<file path="src/rtl/apple_1_pia.sv">
// Apple-I keyboard/display PIA (6821 subset) bus responder.
// Registered read data and hit flag, one cycle after the address.
module apple_1_pia #(
  parameter logic [15:0] BASE = 16'hD010
) (
  input  logic        clk,
  input  logic        reset,
  input  logic [15:0] AB,
  input  logic [7:0]  DI,
  input  logic        WE,
  output logic [7:0]  DO,
  output logic        sel,
  input  logic [6:0]  kbd_data,
  input  logic        kbd_valid,
  output logic        kbd_ready,
  output logic [6:0]  dsp_data,
  output logic        dsp_valid,
  input  logic        dsp_ready
);

  logic [1:0] rst_pipe;
  logic       rst_n;

  logic [6:0] kbd_char;
  logic       key_avail;
  logic [6:0] kbdcr;
  logic [6:0] dspcr;
  logic [6:0] ddr;
  logic [6:0] dsp_char;
  logic       busy;

  logic       hit;
  logic [1:0] offset;
  logic       kbd_accept;
  logic       kbd_read;
  logic       dsp_handshake;
  logic       dsp_write;
  logic       dsp_load;
  logic [7:0] read_mux;
  logic       unused_bits;

  // Reset asserts immediately but is released on a clock edge.
  always_ff @(posedge clk or negedge reset) begin
    if (!reset) rst_pipe <= 2'b00;
    else        rst_pipe <= {rst_pipe[0], 1'b1};
  end
  assign rst_n = rst_pipe[1];

  assign hit           = (AB[15:2] == BASE[15:2]);
  assign offset        = AB[1:0];
  assign kbd_accept    = kbd_valid && !key_avail;
  assign kbd_read      = hit && !WE && (offset == 2'd0);
  assign dsp_handshake = busy && dsp_ready;
  assign dsp_write     = hit && WE && (offset == 2'd2) && dspcr[2];
  assign dsp_load      = dsp_write && (!busy || dsp_handshake);

  // DDR is write-only on this bus and DI[7] is never stored.
  assign unused_bits = ^{DI[7], ddr};

  always_comb begin
    read_mux = 8'h00;
    case (offset)
      2'd0: read_mux = {1'b1, kbd_char};
      2'd1: read_mux = {key_avail, kbdcr};
      2'd2: read_mux = {busy, dsp_char};
      2'd3: read_mux = {1'b0, dspcr};
      default: read_mux = 8'h00;
    endcase
  end

  always_ff @(posedge clk or negedge rst_n) begin
    if (!rst_n) begin
      DO  <= 8'h00;
      sel <= 1'b0;
    end else begin
      DO  <= hit ? read_mux : 8'h00;
      sel <= hit;
    end
  end

  // Acceptance needs key_avail low, so it never collides with a KBD read clear.
  always_ff @(posedge clk or negedge rst_n) begin
    if (!rst_n) begin
      kbd_char  <= 7'h00;
      key_avail <= 1'b0;
    end else if (kbd_accept) begin
      kbd_char  <= kbd_data;
      key_avail <= 1'b1;
    end else if (kbd_read) begin
      key_avail <= 1'b0;
    end
  end

  always_ff @(posedge clk or negedge rst_n) begin
    if (!rst_n) begin
      kbdcr <= 7'h00;
      dspcr <= 7'h00;
      ddr   <= 7'h00;
    end else if (hit && WE) begin
      case (offset)
        2'd1: kbdcr <= DI[6:0];
        2'd2: if (!dspcr[2]) ddr <= DI[6:0];
        2'd3: dspcr <= DI[6:0];
        default: ;
      endcase
    end
  end

  // A load on the handshake edge retires the old character and keeps busy set.
  always_ff @(posedge clk or negedge rst_n) begin
    if (!rst_n) begin
      dsp_char <= 7'h00;
      busy     <= 1'b0;
    end else if (dsp_load) begin
      dsp_char <= DI[6:0];
      busy     <= 1'b1;
    end else if (dsp_handshake) begin
      busy <= 1'b0;
    end
  end

  assign kbd_ready = !key_avail;
  assign dsp_data  = dsp_char;
  assign dsp_valid = busy;

endmodule

</file>
<file path="config.mk">
export PLATFORM = sky130hd
export DESIGN_NAME = apple_1_pia
export DESIGN_NICKNAME = d
export VERILOG_FILES = /design/src/rtl/apple_1_pia.sv
export SDC_FILE = /design/constraint.sdc
export NUM_CORES = 1
export LEC_CHECK = 0
export ABC_AREA = 0
export CORE_MARGIN = 1
export CORE_UTILIZATION = 40
export CTS_BUF_LIST = sky130_fd_sc_hd__clkbuf_8 sky130_fd_sc_hd__clkbuf_16
export CTS_CLUSTER_DIAMETER = 120
export DETAILED_ROUTE_END_ITERATION = 12
export PLACE_DENSITY = 0.71
export SLEW_MARGIN = 20
export SYNTH_ARGS = -nofsm -noshare
export SYNTH_HDL_FRONTEND = slang
export SYNTH_SLANG_ARGS = --single-unit
</file>
<file path="constraint.sdc">
create_clock -name clk -period 1.6 [get_ports clk]
set_clock_uncertainty 0.1 [all_clocks]
set_input_delay 0.4 -clock clk [delete_from_list [all_inputs] [get_ports clk]]
set_output_delay 0.4 -clock clk [all_outputs]
set_load 0.02 [all_outputs]
</file>
==> impl_results.md, run 1 <==
- Clock power share: 39.6%
- Dominant synthesized flop cell: dfrtp_1
- Crit. End Element: flop
- Total Power: 2.031 mW
- Die height: 68.88 um
- Asr flop ratio synth: 100.0%
- Post-synth EDFFs: 0
- Initial antenna violation count: 0
- RSZ-0062 raised after global routing: yes
- Vias in the first global route: 1358
- Vias per cell: 5.038
- CTS tree: built
- Critical Path Fanout Max: 7
- Status: complete, but fails checks
- Detailed placer's ending HPWL: 3031 um
- Area occupied by multi-input gates: 784.5 um2
- Fin. Hold Viols: 0
- Most frequent cells in the layout: dfrtp_1 (41), dlygate4sd2_1 (22), clkdlybuf4s50_1 (18)
- PwrDens: 774.7 mW/mm2
- Worst skew pair latency: 0.29 ns
- 1st-pass router iterations: 4
- Critical path type: input port to flop
- Logic pwr share: 8.6%
- Synthesis-stage register bit count: 41
- Synth cell types: 27
- Diodes inserted: 0
- Commonest non-fill, non-tap cell in the layout: dfrtp_1
- Die area: 0.004744 mm2
- CTS Buffer Depth: 2
- Sequential share of power: 51.8%
- Max-cap violations: 0
- Failing checks: setup timing
- FF/Latch Area: 0.001026 mm2
- Tot GR Track Use: 20.60%
- Mapped cell area: 0.001789 mm2
- Antenna-violating nets left: 0
- # nets final: 220
- Top Ports: 54
- Rows: 23
- Final Cycle Share: 105.3%
- Hold Crit Class: input port to async pin
- H-tree depth: 2
- Mapped Nets: 146
- First-pass GRT wire length: 6596 um
- Layout cell share with drive strength beyond 1: 47.83%
- Critical Path Most Common Cell: buf_6
- Min Tclk post-route: 1.685 ns
- Drt wl/cell: 17.46 um
- Sw power: 427.0 uW
- Worst path cell trace: buf_6 -> nor4b_4 -> nand4_4 -> buf_6 -> nor3_4 -> buf_12 -> mux2_4
- Starting Density: 43.18%
- P_int: 1.604 mW
- Slowest CP cell: nor4b_4
- Total global routing overflow: 0
- Critical path arrival: 1.77 ns
- Die width: 68.88 um
- GP Congestion: 0.7784
- Synth warn: 0
- Synthesized area per cell: 16.27 um2
- Drt drc: 0
- Worst Setup Start Kind: input port
- Initial DRC Count: 104
- PortBufs: 52
- Setup TNS: -0.5574 ns
- Core area: 0.004144 mm2
- Static leakage: 1.362 nW
- Post-route worst setup slack: -0.08484 ns
- Peak VDD IR: 0.4394 mV
- Layout area overhead: 46.50%
- Maximum clock rate: 593.5 MHz
- CP max stage delay: 0.32 ns
- Largest net degree at the start of global routing: 40
- Pins Over Slew Limit: 0
- Clock sink count: 41
- Final wirelength: 4086 um
- Sw Share: 21.03%
- Synth Instances: 110
- Setup violators final: 7
- Cts bufs inserted: 5
- Worst EP required: 1.68 ns
- Clk slew on worst S/H paths: 0.07 ns
- Vias: 1179
- Root Driver: clkbuf_8
- Fillcell total: 330
- Seq/Total Area, Yosys: 57.34%
-- layer usage --
metal	wire length (um)	vias up	track usage (%)	part of all wire (%)
li1	-	541	-	-
met1	1655	606	24.25	41
met2	2218	25	35.07	54
met3	140	7	5.592	3.4
met4	71	0	8.929	1.7
met5	0	-	0	0
-- registers in the layout (all words and copies together) (netlist names) --
name,flops
DO,8
dsp_data,7
dsp_valid,1
dspcr,7
kbd_char,7
kbdcr,7
key_avail,1
rst_pipe,2
sel,1
-- kinds of logic after synthesis --
kind of cell	synth area share (%)
DFF	57.34
muxes	27.90
AOI/OAI and AO/OA	1.259
other	0.2096
buffers and inverters	2.167
and+or+nand+nor	11.12
-- power groups by stage --
stage | logic, mW | registers (mW) | clock network, mW
2_1_floorplan | 0.0457 | 1.08 | 0
3_3_place_gp | 0.176 | 1.07 | 0
3_5_place_dp | 0.183 | 1.07 | 0
4_1_cts | 0.175 | 1.05 | 0.826
5_1_grt | 0.189 | 1.05 | 0.880
6_report | 0.174 | 1.05 | 0.804
-- final timing paths --
path                             startpoint           to  slack (ns)  cells after the start
worst max-delay path                  AB[5]  dsp_data[0]       -0.08                      7
worst min-delay path                  reset  rst_pipe[1]        0.17                      1
worst max register to register    dsp_valid  dsp_data[0]        0.15                      5
worst min register to register  rst_pipe[1]     dspcr[5]        0.21                      1
max in group asynchronous       rst_pipe[1]        DO[3]        0.86                      1
min in group clk                rst_pipe[0]  rst_pipe[1]        0.28                      0
-- per-stage QoR --
stage	worst slack, ns	cells	hold WS, ns	util (%)	cell area, um2
global placement	-0.6625	224	0.1979	60.84	2521
floorplan	-0.2046	110	0.004409	-	1833
detailed placement	-0.7042	224	0.2323	60.84	2521
global route	-0.1064	234	0.1551	63.25	2621
finish	-0.08484	234	0.1723	63.25	2621
CTS	-0.1027	232	0.1629	62.92	2608
-- layout make-up --
class / count / share of cell area [%]
Clock inverter: 2 / 1.337
Inverter: 3 / 0.5251
Tap cell: 50 / 2.387
Clock buffer: 5 / 2.625
Sequential cell: 41 / 39.14
Timing Repair Buffer: 71 / 24.06
Multi-Input combinational cell: 62 / 29.93
-- repair_timing --
action | 4_1_cts | 5_1_grt
setup buffers | 1 | 2
gates resized for setup | 67 | 5
pin swaps | 7 | 1
hold buffers | 0 | 0
endpoints found under the setup margin | 48 | 18
-- synthesized netlist by cell type, types with 2 or more instances --
cell type,instances,share of area [%]
nand2_1,2,0.42
mux4_2,7,8.8
nor2_1,2,0.42
mux2_2,21,13
a21oi_1,2,0.56
nor4b_2,2,1.7
and2_2,7,2.9
inv_1,2,0.42
dfrtp_1,41,57
mux2_4,7,5.9
-- worst max-delay path: cells and delay by family --
family	cells	cell delay, ns
buffers and inverters	3	0.41
muxes	1	0.30
and+or+nand+nor	3	0.66
Power figures use the tool's default switching activity.
==> run 2: changes to the inputs <==
CORE_ASPECT_RATIO = 1.2   (was default)
clock period = 1.7 ns   (was 1.6 ns; I/O delays follow)
==> run 2 against run 1 <==
  * Die area about the same
  * Critical endpoint is now dsp_data[1]
  * Count of clock-buffer cells in the layout unchanged
  * Critical path type unchanged
  * Largest power group unchanged
  * Power increased by 1.5%
  * Final cell count increased by 2.1%
  * First-iteration DRC count decreased by 79%
  * Sequential power decreased by 6%
  * Highest routed layer unchanged
  * Final area increased by 0.67%
  * Via count increased by 2.5%
  * The run now ends clean
  * Critical path depth decreased by 1
==> impl_results.md, run 2 (synthesis gave the netlist of run 1 again) <==
- Clk slew on worst S/H paths: 0.08 ns
- Layout area overhead: 47.48%
- Final Non-Filler Cells: 239
- Final wirelength: 3902 um
- Cts bufs inserted: 5
- Vias: 1208
- CTS Buffer Depth: 2
- Largest Register: DO
- Fin util: 61.92%
- Critical path arrival: 1.77 ns
- Die area: 0.004746 mm2
- Total Power: 2.061 mW
- Setup crit start: dsp_ready
- Total global routing overflow: 0
- CTS tree: built
- Critical Path End: dsp_data[1]
- Status: complete, no violations
- Pins Over Slew Limit: 0
- Worst path cell trace: clkdlybuf4s50_1 -> nand2b_4 -> nand2_2 -> nor3_4 -> buf_6 -> mux2_4
- # nets final: 218
- Worst skew pair latency: 0.29 ns
- CP max stage delay: 0.46 ns
- Root Driver: clkbuf_8
- First-pass GRT wire length: 6244 um
- Detailed placer's ending HPWL: 2813 um
- Initial antenna violation count: 0
- Initial DRC Count: 22
- RR Startpoint: dsp_valid
- Max-cap violations: 0
- Setup violators final: 0
- PortBufs: 52
- RR Endpoint: dsp_data[1]
- Inst Count DP: 230
- Fillcell total: 337
- Antenna-violating nets left: 0
- Final Cycle Share: 99.72%
- Most frequent cells in the layout: dfrtp_1 (41), dlygate4sd2_1 (21), clkdlybuf4s50_1 (18)
- Tot GR Track Use: 17.88%
- Die width: 63.06 um
- Largest net degree at the start of global routing: 40
- R2R Setup Slk: 0.22 ns
- Maximum clock rate: 589.9 MHz
- Worst Setup Start Kind: input port
- Vias in the first global route: 1224
- Peak VDD IR: 0.5076 mV
- Critical path type: input port to flop
- Drt drc: 0
- Max reg flops: 8
- FF/Latch Area: 0.001026 mm2
- Clock sink count: 41
- Commonest non-fill, non-tap cell in the layout: dfrtp_1
- 1st-pass router iterations: 4
- Starting Density: 41.98%
- Die height: 75.27 um
- Vias per cell: 5.054
- Fin. Hold Viols: 0
- GP Congestion: 0.7711
- Drt wl/cell: 16.33 um
- Worst hold slack: 0.1864 ns
- R2r worst-path depth: 5
- Hold Crit Class: flop to async pin
- Static leakage: 1.374 nW
- Core area: 0.004262 mm2
- RSZ-0062 raised after global routing: yes
- PwrDens: 781.2 mW/mm2
- Area occupied by multi-input gates: 794.5 um2
- Min Tclk post-route: 1.695 ns
- H-tree depth: 2
- Slowest CP cell: clkdlybuf4s50_1
- Diodes inserted: 0
- CTS Hold Buffers Added: 0
- Rows: 26
- Top Ports: 54
- Crit. End Element: flop
- Layout cell share with drive strength beyond 1: 48.09%
- Worst EP required: 1.77 ns
- Critical Path Fanout Max: 4
==> run 2: power by group <==
part           switching, mW  leakage [nW]  total [mW]  internal [mW]
Combinational         0.0646         0.750       0.158         0.0939
Clock                  0.330        0.0681       0.913          0.583
Sequential           0.00480         0.556       0.990          0.985
==> run 2: how the worst min path moves through the flow <==
stage,from,to,slack (ns),cells after the start
5_1_grt,reset,rst_pipe[1],0.18,1
2_1_floorplan,reset,rst_pipe[0],0.03,0
3_3_place_gp,rst_pipe[1],kbd_char[6],0.20,1
3_5_place_dp,rst_pipe[1],dspcr[6],0.21,1
4_1_cts,reset,rst_pipe[0],0.19,1
6_report,rst_pipe[1],dsp_data[6],0.19,1
==> run 2: critical path: cells and delay by family <==
kind,cells,cell delay [ns]
simple gates,3,0.43
mux,1,0.30
buf+inv,2,0.61
==> run 2: area by class of cell <==
class,instances,area share [%]
clock buffer,5,2.608
clock inverter,3,2.466
inverter,3,0.4267
multi-input combinational,62,30.11
sequential,41,38.88
tap,56,2.655
timing repair buffer,69,22.85
==> run 2: timing repair <==
action	4_1_cts	5_1_grt
resized for setup	66	5
setup buffers	1	0
setup endpoints to repair	46	15
pin swaps	6	3
==> run 2: metrics by stage <==
| stage | cell area (um2) | setup TNS (ns) | setup WS [ns] |
|---|---|---|---|
| 2_1_floorplan | 1833 | -1.684 | -0.1296 |
| 3_5_place_dp | 2516 | -16.17 | -0.6121 |
| 5_1_grt | 2639 | -0.2053 | -0.03412 |
| 4_1_cts | 2630 | -0.03344 | -0.01327 |
| 3_3_place_gp | 2516 | -15.95 | -0.5924 |
| 6_report | 2639 | 0 | 0.004801 |
==> run 2: per-layer routing <==
| layer | vias to the layer above | global-route usage (%) | share of wire, % |
|---|---|---|---|
| met5 | - | 0 | 0 |
| met2 | 52 | 30.47 | 51 |
| met4 | 0 | 5.943 | 0.62 |
| met1 | 615 | 21.82 | 41 |
| met3 | 2 | 5.455 | 7.0 |
| li1 | 539 | - | - |
